[src/rtl/fetch_queue_unit.sv]
// Instruction-fetch front end: issues word fetches to a synchronous imem, buffers the returned
// instructions with their PCs in a small FIFO and hands them to ID under valid/ready.
module fetch_queue_unit #(
  parameter int unsigned XLEN     = 32,
  parameter int unsigned ADDR_W   = 8,
  parameter int unsigned DEPTH    = 4,
  parameter int unsigned RESET_PC = 0,
  parameter logic [XLEN-1:0] NOP  = 32'h0000_0013
) (
  input  logic                     clock,
  input  logic                     clear,
  output logic [ADDR_W-1:0]        imem_addr,
  output logic                     imem_rd_en,
  input  logic [XLEN-1:0]          imem_data,
  input  logic                     redirect,
  input  logic [ADDR_W-1:0]        redirect_pc,
  output logic                     id_valid,
  input  logic                     id_ready,
  output logic [XLEN-1:0]          id_instr,
  output logic [ADDR_W-1:0]        id_pc,
  output logic [$clog2(DEPTH):0]   count
);

  localparam int unsigned PtrW = $clog2(DEPTH);
  localparam int unsigned CntW = PtrW + 1;

  logic [ADDR_W-1:0] pc_q, pc_d;
  logic [ADDR_W-1:0] tag_q;
  logic              resp_pending_q;
  logic [PtrW-1:0]   wr_ptr_q, wr_ptr_d;
  logic [PtrW-1:0]   rd_ptr_q, rd_ptr_d;
  logic [CntW-1:0]   count_q, count_d;

  logic [XLEN-1:0]   instr_mem_q [DEPTH];
  logic [ADDR_W-1:0] pc_mem_q    [DEPTH];

  logic space;
  logic push;
  logic pop;
  logic fifo_empty;

  // Occupancy plus the outstanding response must leave room; a same-cycle pop is not credited.
  assign space      = (count_q + CntW'(resp_pending_q)) < CntW'(DEPTH);
  assign imem_rd_en = clear & (redirect | space);
  assign imem_addr  = redirect ? redirect_pc : pc_q;

  assign fifo_empty = (count_q == '0);
  assign push       = resp_pending_q & ~redirect;
  assign id_valid   = ~fifo_empty & ~redirect;
  assign pop        = id_valid & id_ready;

  assign id_instr = fifo_empty ? NOP : instr_mem_q[rd_ptr_q];
  assign id_pc    = fifo_empty ? '0 : pc_mem_q[rd_ptr_q];
  assign count    = count_q;

  always_comb begin
    pc_d     = pc_q;
    wr_ptr_d = wr_ptr_q;
    rd_ptr_d = rd_ptr_q;
    count_d  = count_q;
    if (imem_rd_en) begin
      pc_d = imem_addr + ADDR_W'(1);
    end
    if (redirect) begin
      // Squash everything queued; only the fetch issued this cycle survives.
      wr_ptr_d = '0;
      rd_ptr_d = '0;
      count_d  = '0;
    end else begin
      if (push) begin
        wr_ptr_d = wr_ptr_q + PtrW'(1);
      end
      if (pop) begin
        rd_ptr_d = rd_ptr_q + PtrW'(1);
      end
      count_d = count_q + CntW'(push) - CntW'(pop);
    end
  end

  always_ff @(posedge clock or negedge clear) begin
    if (!clear) begin
      pc_q           <= ADDR_W'(RESET_PC);
      tag_q          <= '0;
      resp_pending_q <= 1'b0;
      wr_ptr_q       <= '0;
      rd_ptr_q       <= '0;
      count_q        <= '0;
    end else begin
      pc_q           <= pc_d;
      tag_q          <= imem_addr;
      resp_pending_q <= imem_rd_en;
      wr_ptr_q       <= wr_ptr_d;
      rd_ptr_q       <= rd_ptr_d;
      count_q        <= count_d;
    end
  end

  // Storage is not reset; empty-FIFO reads are masked to NOP/0 above.
  always_ff @(posedge clock) begin
    if (push) begin
      instr_mem_q[wr_ptr_q] <= imem_data;
      pc_mem_q[wr_ptr_q]    <= tag_q;
    end
  end

endmodule

[config.mk]
export PLATFORM = sky130hd
export DESIGN_NAME = fetch_queue_unit
export DESIGN_NICKNAME = d
export VERILOG_FILES = /design/src/rtl/fetch_queue_unit.sv
export SDC_FILE = /design/constraint.sdc
export NUM_CORES = 1
export LEC_CHECK = 0
export ABC_AREA = 1
export CORE_MARGIN = 3
export CORE_UTILIZATION = 52
export DETAILED_ROUTE_END_ITERATION = 12
export HOLD_SLACK_MARGIN = 0.15
export PLACE_DENSITY = 0.75
export SYNTH_ARGS = -nofsm -noshare
export SYNTH_HDL_FRONTEND = slang
export SYNTH_SLANG_ARGS = --single-unit
[constraint.sdc]
create_clock -name clock -period 3.05 [get_ports clock]
set_input_delay 0.915 -clock clock [delete_from_list [all_inputs] [get_ports clock]]
set_output_delay 0.915 -clock clock [all_outputs]
set_load 0.01 [all_outputs]
==> out/qor_table.md <==
| Metric | Reported |
| --- | --- |
| Outcome | complete, no violations |
| Count of mapped cells out of synthesis | 625 |
| Portion of total power attributed to combinational logic | 0.341 |
| Via count | 5061 |
| TritonCTS clock tree | yes |
| NetSw | 0.00247 W |
| Pwr per Cell Area | 801 nW/µm² |
| Total Die Area | 16000 µm² |
| Row Count | 43 |
| Final instance area | 9730 µm² |
| Slew margin rel. | 0.781 |
| Maximum number of pins on one net before global-route repair | 38 |
| Skew-Pair Late Insertion Delay | 0.42 ns |
| Slew at the pin closest to its max-slew limit | 0.324 ns |
| RD Place Congestion | 0.752 |
| Synth unique cells | 30 |
| Register clock-pin slew on the reported worst setup and hold paths | 0.06 ns |
| Detailed-placement wirelength estimate | 9670 µm |
| Sequential element share of the synthesized area | 0.717 |
| Antenna violations before repair | 0 |
| Ports placed on the boundary | 97 |
| Antenna viol nets, final | 0 |
| Period utilisation layout | 0.979 |
| LEAKAGE | 3.96 nW |
| Buffer cell driving the clock tree root | sky130_fd_sc_hd__clkbuf_16 |
| Share of cells above drive strength 1 | 0.151 |
| Proportion of power drawn by the clock network | 0.266 |
| YS warnings | 0 |
| Hold/Removal Path Class | reg2reg |
| Count of unresolved DRC violations after routing | 0 |
| Class of the most critical setup path | in2out |
| Number of buffers created by CTS | 17 |
| Y dimension of the die | 126 µm |
| Highest ir drop seen on vdd | 550 µV |
| Layout Utilization | 0.693 |
| CTS Buffer Depth | 2 |
| Sequential fraction of design power | 0.392 |
| Highest net fanout along the worst path | 2 |
| Final Setup Violations | 0 |
| Max Clk Rate | 335 MHz |
| Number of buffers added on ports | 96 |
| Worst Clk Skew | 0.0112 ns |
| Sort of element at the start of the critical path | input port |
| Required time at the worst-slack endpoint | 2.13 ns |
| Routed length per placed instance | 17.1 µm |
| Final number of hold-violating endpoints | 0 |
| Core region area | 14000 µm² |
| Tot GR Track Use | 0.204 |
| TritonRoute pass-1 iters | 5 |
| Global-route wire length before repair | 25400 µm |
| Nature of the critical path endpoint | output pin |
| Internal cell power | 0.00533 W |
| Via density per instance | 5.34 |
| Placed standard-cell area | 8970 µm² |
| Deepest level of the CTS H-tree | 4 |
| Area Growth Syn to Fin | 29.1% |
| Netlist area before placement | 7540 µm² |
| Total wire length after detailed routing | 16200 µm |
| Unrepaired setup endpoints after global routing | no |
| Critical path arrival | 2.07 ns |
| Via count of the first global-routing pass | 5081 |
| Post-synthesis net count | 677 |
| Number of nets in the layout | 807 |
| Initial Util | 0.537 |
| DRC violation total after the first TritonRoute iteration | 500 |
| Antenna cells | 0 |
| Overflow left after global routing | 0 |
| Final Max Tran Viols | 0 |
| Post-synthesis average cell area | 12.1 µm² |
| Clock sink total | 184 |
| Max-cap violations | 0 |
| Sw Ratio | 0.317 |
| Overall die width | 126 µm |
| Number of synthesized register bits | 184 |
| Minimum clock period after layout | 2.98 ns |
==> power groups by stage <==
stage	Combinational [W]	Sequential (W)	Clock [W]
final	0.00266	0.00306	0.00208
after global routing	0.00290	0.00308	0.00221
after CTS	0.00260	0.00306	0.00209
after detailed placement	0.00259	0.00311	0
after global placement	0.00254	0.00310	0
after floorplan	0.00134	0.00308	0
==> cells in the mapped netlist <==
cell                         n  area, µm²
sky130_fd_sc_hd__inv_2       7       26.3
sky130_fd_sc_hd__buf_2       9       45.0
sky130_fd_sc_hd__inv_1      17       63.8
sky130_fd_sc_hd__buf_1       4       15.0
sky130_fd_sc_hd__nand2_1    43        161
sky130_fd_sc_hd__nor2_8      1       20.0
sky130_fd_sc_hd__nand2_2     7       43.8
sky130_fd_sc_hd__nand3_4     1       17.5
sky130_fd_sc_hd__nand3_1    10       50.1
sky130_fd_sc_hd__buf_6       2       22.5
sky130_fd_sc_hd__nand4_1     2       12.5
sky130_fd_sc_hd__and3_1      1       6.26
sky130_fd_sc_hd__o21bai_1    1       7.51
sky130_fd_sc_hd__ha_1        7       87.6
sky130_fd_sc_hd__fa_1        1       20.0
sky130_fd_sc_hd__o21ai_1    24        120
sky130_fd_sc_hd__nand2_4     8       90.1
sky130_fd_sc_hd__nand2_8     1       20.0
sky130_fd_sc_hd__xor2_1      1       8.76
sky130_fd_sc_hd__o21ai_2     2       17.5
sky130_fd_sc_hd__clkbuf_1   10       37.5
sky130_fd_sc_hd__dfrtp_1    24        601
sky130_fd_sc_hd__buf_4       8       60.1
sky130_fd_sc_hd__a21oi_1    40        200
sky130_fd_sc_hd__nor2_4      2       22.5
sky130_fd_sc_hd__o21ai_0    58        290
sky130_fd_sc_hd__nor3_1      1       5.00
sky130_fd_sc_hd__edfxtp_1  160       4800
sky130_fd_sc_hd__o311ai_0    3       26.3
sky130_fd_sc_hd__nor2_1    170        638
==> critical path, stage by stage <==
cell,delay [ns]
sky130_fd_sc_hd__clkdlybuf4s50_1,0.50
sky130_fd_sc_hd__nand2_4,0.06
sky130_fd_sc_hd__nand2_4,0.06
sky130_fd_sc_hd__clkdlybuf4s50_1,0.53
==> metrics by stage <==
stage	hold WS (ns)	setup slack [ns]	power, W	instances	setup TNS (ns)
after floorplan	0.449	-0.314	0.00442	625	-50.17
after global placement	0.456	-0.143	0.00565	908	-1.21
after detailed placement	0.471	-0.172	0.00570	908	-1.44
after CTS	0.488	-0.00804	0.00775	946	-0.0318
after global routing	0.509	0.0114	0.00819	948	0
final	0.487	0.0652	0.00780	948	0
==> worst paths after layout <==
| path | startpoint | end | slack, ns | cells after the start |
|---|---|---|---|---|
| setup reg to reg | count[1]$_DFF_PN0_ | count[2]$_DFF_PN0_ | 0.75 | 13 |
| hold / removal | tag_q[0]$_DFF_PN0_ | pc_mem_q[1][0]$_DFFE_PP_ | 0.49 | 0 |
| hold reg to reg | tag_q[0]$_DFF_PN0_ | pc_mem_q[1][0]$_DFFE_PP_ | 0.49 | 0 |
| min in group asynchronous | clear | pc_q[4]$_DFFE_PN0P_ | 0.91 | 2 |
| max in group asynchronous | clear | rd_ptr_q[0]$_DFFE_PN0P_ | 1.88 | 2 |
| setup / recovery | redirect_pc[5] | imem_addr[5] | 0.07 | 4 |
==> logic make-up (layout without fill, tap and decap cells) <==
logic type | count (synthesis) | count (layout) | share of synthesized area
xor+xnor | 1 | 1 | 0.00116
flops | 184 | 184 | 0.717
buf+inv | 57 | 200 | 0.0358
simple gates | 247 | 247 | 0.144
compound gates | 128 | 128 | 0.0878
fa+ha+maj | 8 | 8 | 0.0143
==> cells in the final DEF (no fill, tap or decap), drive strengths merged <==
cell             n
o21ai           84
nand2           59
nand4            2
clkinv           4
edfxtp         160
ha               7
a21oi           40
nor3             1
o311ai           3
nor2           173
dlymetal6s2s    20
clkdlybuf4s50   51
xor2             1
fa               1
dfrtp           24
dlygate4sd2     25
buf             47
inv             26
o21bai           1
clkbuf          27
and3             1
nand3           11
==> flip-flops by register name, summed over array words and instances, names as in the netlist <==
signal and count:
pc_mem_q 32, rd_ptr_q 2, pc_q 8, count 3, tag_q 8, instr_mem_q 128, resp_pending_q 1, wr_ptr_q 2
==> routing by layer <==
metal	track usage	up-vias	share of wire
met5	0	-	0
met4	0.0543	0	0.0075
li1	-	2426	-
met2	0.339	159	0.50
met1	0.266	2462	0.43
met3	0.0602	14	0.069
==> final cells by class <==
| type | instances | area [µm²] |
|---|---|---|
| tap | 180 | 225 |
| timing repair buffer | 144 | 1520 |
| fill | 942 | 4310 |
| multi-input combinational | 384 | 1910 |
| inverter | 24 | 95.1 |
| sequential | 184 | 5410 |
| clock inverter | 6 | 32.5 |
| clock buffer | 26 | 542 |
==> what timing repair did <==
action,4_1_cts,5_1_grt
resized for setup,43,28
pin swaps,1,1
hold buffers,0,0
endpoints found under the setup margin,47,23
cloned,0,1
buffers inserted,6,1
Power figures use the tool's default switching activity.
